===== config.mk =====
export PLATFORM = sky130hd
export DESIGN_NAME = vga_timing_gen_flat
export DESIGN_NICKNAME = d
export VERILOG_FILES = /design/src/rtl/vga_timing_gen_if.sv /design/src/rtl/vga_timing_gen.sv /design/src/flat_wrapper.sv
export SDC_FILE = /design/constraint.sdc
export NUM_CORES = 1
export LEC_CHECK = 0
export CORE_ASPECT_RATIO = 1.25
export CORE_MARGIN = 8
export CORE_UTILIZATION = 23
export CTS_CLUSTER_SIZE = 14
export DETAILED_ROUTE_END_ITERATION = 10
export PLACE_DENSITY = 0.38
export REMOVE_ABC_BUFFERS = 1
export SETUP_SLACK_MARGIN = 0.4
export SYNTH_ARGS = -nofsm -noshare
export SYNTH_HDL_FRONTEND = slang
export SYNTH_SLANG_ARGS = --single-unit

===== constraint.sdc =====
create_clock -name clock -period 4.6 [get_ports clock]
set_input_delay 0.92 -clock clock [delete_from_list [all_inputs] [get_ports clock]]
set_output_delay 0.92 -clock clock [all_outputs]
set_load 0.02 [all_outputs]

===== src/rtl/vga_timing_gen_if.sv =====
// Raster output bundle of the VGA timing generator: DAC pins, current position
// and the one-pixel-ahead fetch request for the colour stage.
interface vga_timing_gen_if;
    logic       vga_clk;
    logic       hsync_n;
    logic       vsync_n;
    logic       blank_n;
    logic       sync_n;
    logic [9:0] x;
    logic [9:0] y;
    logic       frame_start;
    logic       pixel_req;
    logic [9:0] req_x;
    logic [9:0] req_y;

    modport master (
        output vga_clk, hsync_n, vsync_n, blank_n, sync_n,
        output x, y, frame_start, pixel_req, req_x, req_y
    );

    modport slave (
        input vga_clk, hsync_n, vsync_n, blank_n, sync_n,
        input x, y, frame_start, pixel_req, req_x, req_y
    );
endinterface


===== src/rtl/vga_timing_gen.sv =====
// Free-running 640x480@60 raster timing from the system clock: registered sync,
// blank and pixel-clock pins, current position and a next-pixel fetch request.
module vga_timing_gen #(
    parameter int CLK_DIV  = 4,
    parameter int H_ACTIVE = 640,
    parameter int H_FP     = 16,
    parameter int H_SYNC   = 96,
    parameter int H_BP     = 48,
    parameter int V_ACTIVE = 480,
    parameter int V_FP     = 10,
    parameter int V_SYNC   = 2,
    parameter int V_BP     = 33
) (
    input  logic             clock,
    input  logic             reset,
    vga_timing_gen_if.master vga
);
    localparam int H_TOTAL  = H_ACTIVE + H_FP + H_SYNC + H_BP;
    localparam int V_TOTAL  = V_ACTIVE + V_FP + V_SYNC + V_BP;
    localparam int HS_FIRST = H_ACTIVE + H_FP;
    localparam int HS_LAST  = H_ACTIVE + H_FP + H_SYNC - 1;
    localparam int VS_FIRST = V_ACTIVE + V_FP;
    localparam int VS_LAST  = V_ACTIVE + V_FP + V_SYNC - 1;
    localparam int DW       = $clog2(CLK_DIV);

    logic [DW-1:0] div_cnt, div_nxt;
    logic          pix_en;
    logic [9:0]    h_cnt, v_cnt;
    logic [9:0]    h_nxt, v_nxt;
    logic [9:0]    h_la, v_la;
    logic          start_q;
    logic          req_fire;

    function automatic logic is_active(input logic [9:0] h, input logic [9:0] v);
        return (h < 10'(H_ACTIVE)) && (v < 10'(V_ACTIVE));
    endfunction

    function automatic logic in_hsync(input logic [9:0] h);
        return (h >= 10'(HS_FIRST)) && (h <= 10'(HS_LAST));
    endfunction

    function automatic logic in_vsync(input logic [9:0] v);
        return (v >= 10'(VS_FIRST)) && (v <= 10'(VS_LAST));
    endfunction

    // Raster position one pixel after (h,v), wrapping at line and frame end.
    function automatic logic [19:0] advance(input logic [9:0] h, input logic [9:0] v);
        logic [9:0] hn, vn;
        hn = h + 10'd1;
        vn = v;
        if (h == 10'(H_TOTAL - 1)) begin
            hn = '0;
            vn = (v == 10'(V_TOTAL - 1)) ? 10'd0 : v + 10'd1;
        end
        return {vn, hn};
    endfunction

    always_comb begin
        pix_en  = (div_cnt == DW'(CLK_DIV - 1));
        div_nxt = pix_en ? '0 : div_cnt + DW'(1);
        h_nxt   = h_cnt;
        v_nxt   = v_cnt;
        if (pix_en) {v_nxt, h_nxt} = advance(h_cnt, v_cnt);
        {v_la, h_la} = advance(h_nxt, v_nxt);
        // Out of reset the counters sit on the last position, so the lookahead
        // is the origin and the first fetch can go out immediately.
        req_fire = (pix_en || start_q) && is_active(h_la, v_la);
    end

    always_ff @(posedge clock) begin
        if (reset) begin
            div_cnt         <= '0;
            h_cnt           <= 10'(H_TOTAL - 1);
            v_cnt           <= 10'(V_TOTAL - 1);
            start_q         <= 1'b1;
            vga.vga_clk     <= 1'b0;
            vga.hsync_n     <= 1'b1;
            vga.vsync_n     <= 1'b1;
            vga.blank_n     <= 1'b0;
            vga.frame_start <= 1'b0;
            vga.pixel_req   <= 1'b0;
            vga.req_x       <= '0;
            vga.req_y       <= '0;
        end else begin
            div_cnt         <= div_nxt;
            h_cnt           <= h_nxt;
            v_cnt           <= v_nxt;
            start_q         <= 1'b0;
            // High for the second half of the pixel so the DAC samples mid-pixel.
            vga.vga_clk     <= (div_nxt >= DW'(CLK_DIV / 2));
            vga.hsync_n     <= !in_hsync(h_nxt);
            vga.vsync_n     <= !in_vsync(v_nxt);
            vga.blank_n     <= is_active(h_nxt, v_nxt);
            vga.frame_start <= pix_en && (h_nxt == '0) && (v_nxt == '0);
            vga.pixel_req   <= req_fire;
            if (req_fire) begin
                vga.req_x <= h_la;
                vga.req_y <= v_la;
            end
        end
    end

    assign vga.x      = h_cnt;
    assign vga.y      = v_cnt;
    assign vga.sync_n = 1'b0;
endmodule


===== src/flat_wrapper.sv =====
// flat-port wrapper written by rule: the top's interface ports become plain ports
module vga_timing_gen_flat 
#(
    parameter int CLK_DIV  = 4,
    parameter int H_ACTIVE = 640,
    parameter int H_FP     = 16,
    parameter int H_SYNC   = 96,
    parameter int H_BP     = 48,
    parameter int V_ACTIVE = 480,
    parameter int V_FP     = 10,
    parameter int V_SYNC   = 2,
    parameter int V_BP     = 33
)
  (clock, reset, vga_vga_clk, vga_hsync_n, vga_vsync_n, vga_blank_n, vga_sync_n, vga_x, vga_y, vga_frame_start, vga_pixel_req, vga_req_x, vga_req_y);
  vga_timing_gen_if vga_i ();
  input  logic clock;
  input  logic reset;
  output wire logic [$bits(vga_i.vga_clk)-1:0] vga_vga_clk;
  output wire logic [$bits(vga_i.hsync_n)-1:0] vga_hsync_n;
  output wire logic [$bits(vga_i.vsync_n)-1:0] vga_vsync_n;
  output wire logic [$bits(vga_i.blank_n)-1:0] vga_blank_n;
  output wire logic [$bits(vga_i.sync_n)-1:0] vga_sync_n;
  output wire logic [$bits(vga_i.x)-1:0] vga_x;
  output wire logic [$bits(vga_i.y)-1:0] vga_y;
  output wire logic [$bits(vga_i.frame_start)-1:0] vga_frame_start;
  output wire logic [$bits(vga_i.pixel_req)-1:0] vga_pixel_req;
  output wire logic [$bits(vga_i.req_x)-1:0] vga_req_x;
  output wire logic [$bits(vga_i.req_y)-1:0] vga_req_y;
  assign vga_vga_clk = vga_i.vga_clk;
  assign vga_hsync_n = vga_i.hsync_n;
  assign vga_vsync_n = vga_i.vsync_n;
  assign vga_blank_n = vga_i.blank_n;
  assign vga_sync_n = vga_i.sync_n;
  assign vga_x = vga_i.x;
  assign vga_y = vga_i.y;
  assign vga_frame_start = vga_i.frame_start;
  assign vga_pixel_req = vga_i.pixel_req;
  assign vga_req_x = vga_i.req_x;
  assign vga_req_y = vga_i.req_y;
  vga_timing_gen #(.CLK_DIV(CLK_DIV), .H_ACTIVE(H_ACTIVE), .H_FP(H_FP), .H_SYNC(H_SYNC), .H_BP(H_BP), .V_ACTIVE(V_ACTIVE), .V_FP(V_FP), .V_SYNC(V_SYNC), .V_BP(V_BP)) u_core (.clock(clock), .reset(reset), .vga(vga_i));
endmodule

# Word-level counts from Yosys, hierarchy flattened
# Cells that the tools add are included.
dict set report classes {
  add_sub_neg 5
  n_lt_le_gt_ge 9
  n_eq_ne 5
  muxes 10
  n_reduce_logical 12
}
# cell count
set ops {}
lappend ops {{2-to-1 mux 10 bit} 8}
lappend ops {{adder 10 x 1 -> 10 bit, second input constant} 4}
lappend ops {{equality test 10 bit, second input constant} 4}
lappend ops {{logical NOT 10 bit} 2}
lappend ops {{less-than comparator 10 bit, second input constant} 2}
lappend ops {{less-than comparator 10 x 9 -> 1 bit, second input constant} 2}
lappend ops {{greater-or-equal comparator 10 bit, second input constant} 1}
lappend ops {{greater-or-equal comparator 10 x 9 -> 1 bit, second input constant} 1}
lappend ops {{<= comparator 10 bit, second input constant} 1}
lappend ops {{<= comparator 10 x 9 -> 1 bit, second input constant} 1}
lappend ops {{logical AND 1 bit} 7}
lappend ops {{adder 2 x 1 -> 2 bit, second input constant} 1}
lappend ops {{equality test 2 bit, second input constant} 1}
lappend ops {{greater-or-equal comparator 2 bit, second input constant} 1}
lappend ops {{logical NOT 1 bit} 2}
lappend ops {{2-to-1 mux 2 bit} 1}
lappend ops {{logical OR 1 bit} 1}
lappend ops {{2-to-1 mux 1 bit} 1}
dict set report word_totals {
  ff_bits 49
  in_bits 2
  out_inout_bits 47
  word_cells 53
}

# Depth between registers and ports, before layout
dict set report logic_depth {
  word_depth 10
  mapped_depth 17
  mapped_depth_nobuf 15
}

# Worst setup path before layout
# Ideal clock, no wire load.
dict set report synth_timing {
  kind {flip-flop to flip-flop}
  from {register u_core.h_cnt[1], in the netlist u_core.vga.x[1]}
  to {register u_core.vga.req_x[0]}
  setup_ns 0.117
  arrival_ns 3.926
  t_required_ns 4.483
  path_slack_ns 0.557
  stages_incl_launch_ff 17
  path_buffers 2
  period_less_slack_ns 4.043
  cell_sequence {dfxtp_1 > ha_1 > buf_2 > nand4b_1 > or3_1 > clkbuf_1 > nand2_1 > inv_1 > ha_1 > o21ai_0 > a2111oi_4 > nor4b_4 > and4_4 > nor2_2 > a2111oi_4 > a2111oi_4 > a32o_1}
}
dict set report synth_via {
  elab_cells_between_ends 17
  cone_classes {3 x add/sub; 2 x order compare; 3 x eq/ne; 7 x mux; 2 x reduce/logical}
}
# item line_no
set synth_rtl {}
lappend synth_rtl {{start: declaration} vga_timing_gen.sv:28} ;# logic [9:0] h_cnt, v_cnt;
lappend synth_rtl {{start signal: assignment} vga_timing_gen.sv:73} ;# h_cnt <= 10'(H_TOTAL - 1);
lappend synth_rtl {{start signal: assignment} vga_timing_gen.sv:86} ;# h_cnt <= h_nxt;
lappend synth_rtl {{equality test 10 bit *} vga_timing_gen.sv:51} ;# if (h == 10'(H_TOTAL - 1)) begin
lappend synth_rtl {{2-to-1 mux 10 bit *} vga_timing_gen.sv:51}
lappend synth_rtl {{2-to-1 mux 10 bit *} vga_timing_gen.sv:63} ;# if (pix_en) {v_nxt, h_nxt} = advance(h_cnt, v_cnt);
lappend synth_rtl {{named net u_core.h_nxt[0]} vga_timing_gen.sv:29} ;# logic [9:0] h_nxt, v_nxt;
lappend synth_rtl {{adder 10 x 1 -> 10 bit / equality test 10 bit (equally long branches)} {vga_timing_gen.sv:49, vga_timing_gen.sv:51}}
lappend synth_rtl {{2-to-1 mux 10 bit} vga_timing_gen.sv:51}
lappend synth_rtl {{less-than comparator 10 bit / less-than comparator 10 x 9 -> 1 bit (equally long branches)} vga_timing_gen.sv:35} ;# return (h < 10'(H_ACTIVE)) && (v < 10'(V_ACTIVE));
lappend synth_rtl {{logical AND 1 bit} vga_timing_gen.sv:35}
lappend synth_rtl {{logical AND 1 bit} vga_timing_gen.sv:67} ;# req_fire = (pix_en || start_q) && is_active(h_la, v_la);
lappend synth_rtl {{end signal: assignment} vga_timing_gen.sv:97} ;# vga.req_x <= h_la;
lappend synth_rtl {{end: declaration} vga_timing_gen_if.sv:18} ;# output x, y, frame_start, pixel_req, req_x, req_y
# Mark *: on every way through the listed nets, which the timed path passes. The rest lies on a longest branch.
# A chain may end at the register's enable or synchronous reset.

# Worst setup path after layout
dict set report layout_timing {
  from {register u_core.h_cnt[0], in the netlist u_core.vga.x[0]}
  to {register u_core.vga.req_y[2]}
}
dict set report layout_via {
  elab_cells_between_ends 17
  cone_classes {3 x add/sub; 2 x order compare; 3 x eq/ne; 7 x mux; 2 x reduce/logical}
}
# item line_no
set layout_rtl {}
lappend layout_rtl {{adder 10 x 1 -> 10 bit / equality test 10 bit (equally long branches)} {vga_timing_gen.sv:49, vga_timing_gen.sv:51}}
lappend layout_rtl {{2-to-1 mux 10 bit} vga_timing_gen.sv:51}
lappend layout_rtl {{2-to-1 mux 10 bit *} vga_timing_gen.sv:63}
lappend layout_rtl {{named net u_core.h_nxt[0]} vga_timing_gen.sv:29}
lappend layout_rtl {{adder 10 x 1 -> 10 bit / equality test 10 bit (equally long branches)} {vga_timing_gen.sv:49, vga_timing_gen.sv:51}}
lappend layout_rtl {{2-to-1 mux 10 bit} vga_timing_gen.sv:51}
lappend layout_rtl {{less-than comparator 10 bit / less-than comparator 10 x 9 -> 1 bit (equally long branches)} vga_timing_gen.sv:35}
lappend layout_rtl {{logical AND 1 bit} vga_timing_gen.sv:35}
lappend layout_rtl {{logical AND 1 bit} vga_timing_gen.sv:67}
lappend layout_rtl {{end signal: assignment} vga_timing_gen.sv:98} ;# vga.req_y <= v_la;
lappend layout_rtl {{end: declaration} vga_timing_gen_if.sv:18}
# Marks and branches as above.

==> implementation parameters <==
Parameter                              Value

Floorplan
  Horizontal die dimension    around 120 µm
  Vert. Die Dim    142 µm
  Total die area    16,600 µm²
  Core footprint    between 10,000 and 15,000 µm²
  Number of rows created at floorplan    46
  Starting density of the core    23.3%
  I/O pins    49

STA
  Period utilization    85.0%
  Final setup margin    0.689 ns
  Endpoints failing setup    0
  Setup total negative slack    0 ns
  Max transition margin    37.4%
  Clock period minus worst slack    3.91 ns
  Timing-limited maximum frequency    0.256 GHz
  Setup Skew    0.00826 ns
  Hold Violations, Final    0
  Least-Margin Pin Slew    between 0.9 and 1 ns
  Number of max-slew violations in the final report    0
  Unrepaired setup endpoints after global routing    false

Cells and area
  Area Growth Syn to Fin    31.5%
  Layout net count    406
  Final antenna diode count    0
  Number of fill cells    1,400
  Share of cells above drive strength 1    about an eighth
  Post-route cell area    slightly below 4000 µm²

Place
  Last weighted congestion value of the routability-driven placer    0.847
  HPWL after detailed placement    7820 µm
  Worst slack at placement    0.255 ns
  Port-buffer cells    47
  Post-DP Area    3620 µm²

Drt
  DRC violation total after the first TritonRoute iteration    ~150
  Antenna-violating nets left    0
  Routed WL per cell    17.9 µm
  Number of search-and-repair iterations in the first detailed-routing pass    4
  Total number of vias    ~2,800
  Final wirelength    10,100 µm
  Residual DRC    0
  Vias per cell    4.97

Synth
  Sequential-to-total area share from yosys stat    32.8%
  Post-Syn Area    2930 µm²
  Leading area contributor after synthesis    sky130_fd_sc_hd__dfxtp_1
  Cells taking the most area after synthesis    sky130_fd_sc_hd__dfxtp_1 33%, sky130_fd_sc_hd__xor2_1 4.2%, sky130_fd_sc_hd__nor2_1 4.1%, sky130_fd_sc_hd__xnor2_1 3.9%, sky130_fd_sc_hd__ha_1 3.4%
  Number of flip-flops and latches in the synthesized netlist    48
  Number of synthesized flops with an enable pin    0
  Cell variety after synth    62
  FFs w/ async S/R, synth    0%
  Syn_area_per_cell    8.58 µm²
  Share of the synthesized area in the top cell type    32.8%
  Predominant post-synthesis flop cell    sky130_fd_sc_hd__dfxtp_1
  List of most frequent post-synthesis cells    48 x sky130_fd_sc_hd__dfxtp_1, 32 x sky130_fd_sc_hd__nor2_1, 20 x sky130_fd_sc_hd__nand2_1
  Gate count of the mapped netlist    341
  Synth warn    0
  Count leader, synth    sky130_fd_sc_hd__dfxtp_1

Clock tree
  Number of H-tree levels    2
  TritonCTS sink count    48
  TritonCTS Buffers    5
  Root buffer cell    sky130_fd_sc_hd__clkbuf_16
  Worst-case clock buffer depth    2
  Clock tree from TritonCTS    built
  Clock latency on the worst-skew pair    0.29 ns
  CTS clk-pin slew, worst paths    0.07 ns

Global route
  Via count of the first global-routing pass    2,864
  Total Routing Usage GR    12.6%
  Initial antenna violation count    0
  Wire length of the first global-routing pass    16,000 µm
  Maximum number of pins on one net before global-route repair    22
  Congestion Overflow GR    0

Setup path
  Largest fanout on the critical path    12
  Setup Crit Path Kind    reg2reg
  WP data required    4.84 ns
  R2R depth    16
  CP endpoint kind    flip-flop
  Data arrival time of the worst path    4.15 ns
  Critical path launch point type    flip-flop

Job
  Max Cap Violations    0

Power
  P_leak    1.35 nW
  VDD IR max    0.162 mV
  Power density over the cells    352 nW/µm²

Outcome
  Status    finished clean

Hold path
  Hold crit path type    reg2reg
  Number of instances on the worst hold path    1
[state kept, by name, summed over array words and instances (netlist names)]
signal / flops
u_core.vga.frame_start: 1
u_core.vga.vga_clk: 1
u_core.vga.req_x: 10
u_core.vga.blank_n: 1
u_core.vga.pixel_req: 1
u_core.div_cnt: 1
u_core.vga.vsync_n: 1
u_core.vga.hsync_n: 1
u_core.vga.y: 10
u_core.start_q: 1
u_core.vga.x: 10
u_core.vga.req_y: 10
[per-stage QoR]
stage                     power (mW)  cells  hold WS (ns)  utilization [%]
after floorplan                0.775    323         0.398                -
after global placement         0.953    550         0.413             28.8
after detailed placement       0.952    550         0.421             28.8
after CTS                       1.35    559         0.431             30.2
after global routing            1.43    565         0.447             30.7
final                           1.36    565         0.429             30.7
[layer usage]
layer	global-route usage (%)	up-vias	part of all wire, %
li1	-	1393	-
met1	14.2	1331	41
met2	22.7	67	52
met3	2.21	15	3.8
met4	4.86	0	2.5
met5	0	-	0
[worst max-delay path: stages, from the launching register on]
cell                        delay (ns)
sky130_fd_sc_hd__dfxtp_1          0.41
sky130_fd_sc_hd__ha_2             0.30
sky130_fd_sc_hd__nand4b_1         0.11
sky130_fd_sc_hd__buf_4            0.16
sky130_fd_sc_hd__or3_1            0.13
sky130_fd_sc_hd__nand2_1          0.13
sky130_fd_sc_hd__inv_1            0.09
sky130_fd_sc_hd__ha_1             0.18
sky130_fd_sc_hd__o21ai_0          0.17
sky130_fd_sc_hd__a2111oi_4        0.42
sky130_fd_sc_hd__nor4b_4          0.33
sky130_fd_sc_hd__and4_4           0.32
sky130_fd_sc_hd__nor2_2           0.07
sky130_fd_sc_hd__a2111o_1         0.53
sky130_fd_sc_hd__a21oi_4          0.21
sky130_fd_sc_hd__buf_12           0.17
sky130_fd_sc_hd__a22o_1           0.13
[where the power goes]
| group | leakage (nW) | internal, mW | total, mW | switching (mW) |
|---|---|---|---|---|
| combinational | 0.888 | 0.207 | 0.499 | 0.292 |
| clock | 0.0701 | 0.217 | 0.383 | 0.166 |
| sequential | 0.389 | 0.441 | 0.473 | 0.0323 |
| total | 1.35 | 0.865 | 1.36 | 0.490 |
[what timing repair did]
action | in CTS | in global routing
pin swaps | 1 | 4
cloned | 0 | 0
hold buffers | 0 | 0
resized for setup | 1 | 3
endpoints found under the setup margin | 12 | 21
buffers inserted | 1 | 6
[cell type report]
class / instances / area, µm² / area share [%]
Clock buffer: 7 / 143 / 3.71
Timing Repair Buffer: 66 / 626 / 16.3
Clock inverter: 1 / 7.51 / 0.195
Tap cell: 168 / 210 / 5.46
Sequential cell: 48 / 961 / 25.0
Inverter: 8 / 30.0 / 0.780
Multi-Input combinational cell: 267 / 1870 / 48.6
[path summary, 6_finish.rpt]
path                           from                   to  slack, ns
hold reg to reg   u_core.div_cnt[0]    u_core.div_cnt[0]       0.43
setup reg to reg    u_core.vga.x[0]  u_core.vga.req_y[2]       0.69
setup / recovery    u_core.vga.x[0]  u_core.vga.req_y[2]       0.69
hold / removal    u_core.div_cnt[0]    u_core.div_cnt[0]       0.43
[cells in the final DEF (no fill, tap or decap), types with 7 or more instances in the layout]
| cell type | synthesis | routed |
|---|---|---|
| sky130_fd_sc_hd__a21oi_1 | 13 | 13 |
| sky130_fd_sc_hd__buf_4 | 2 | 18 |
| sky130_fd_sc_hd__clkdlybuf4s50_1 | 0 | 47 |
| sky130_fd_sc_hd__dfxtp_1 | 48 | 48 |
| sky130_fd_sc_hd__inv_1 | 8 | 8 |
| sky130_fd_sc_hd__nand2_1 | 20 | 20 |
| sky130_fd_sc_hd__nand3_1 | 12 | 12 |
| sky130_fd_sc_hd__nand4_1 | 10 | 10 |
| sky130_fd_sc_hd__nand4b_1 | 8 | 8 |
| sky130_fd_sc_hd__nor2_1 | 32 | 31 |
| sky130_fd_sc_hd__nor2b_1 | 7 | 7 |
| sky130_fd_sc_hd__nor3_1 | 13 | 13 |
| sky130_fd_sc_hd__nor4_1 | 7 | 7 |
| sky130_fd_sc_hd__o21ai_0 | 18 | 18 |
| sky130_fd_sc_hd__or2_2 | 7 | 7 |
| sky130_fd_sc_hd__xnor2_1 | 13 | 13 |
| sky130_fd_sc_hd__xor2_1 | 14 | 14 |
[cell families (layout without fill, tap and decap cells)]
| kind of cell | Yosys count | in the layout | synth area share (%) |
|---|---|---|---|
| buffers and inverters | 26 | 82 | 3.72 |
| AO/OA/AOI/OAI | 79 | 79 | 21.0 |
| XOR/XNOR | 27 | 27 | 8.08 |
| other | 1 | 1 | 0.128 |
| AND/OR/NAND/NOR | 150 | 150 | 30.1 |
| multiplexers | 2 | 2 | 0.684 |
| adder cells (fa/ha/maj) | 8 | 8 | 3.42 |
| flip-flops | 48 | 48 | 32.8 |
Note: power is estimated with default switching activity, not from simulation.
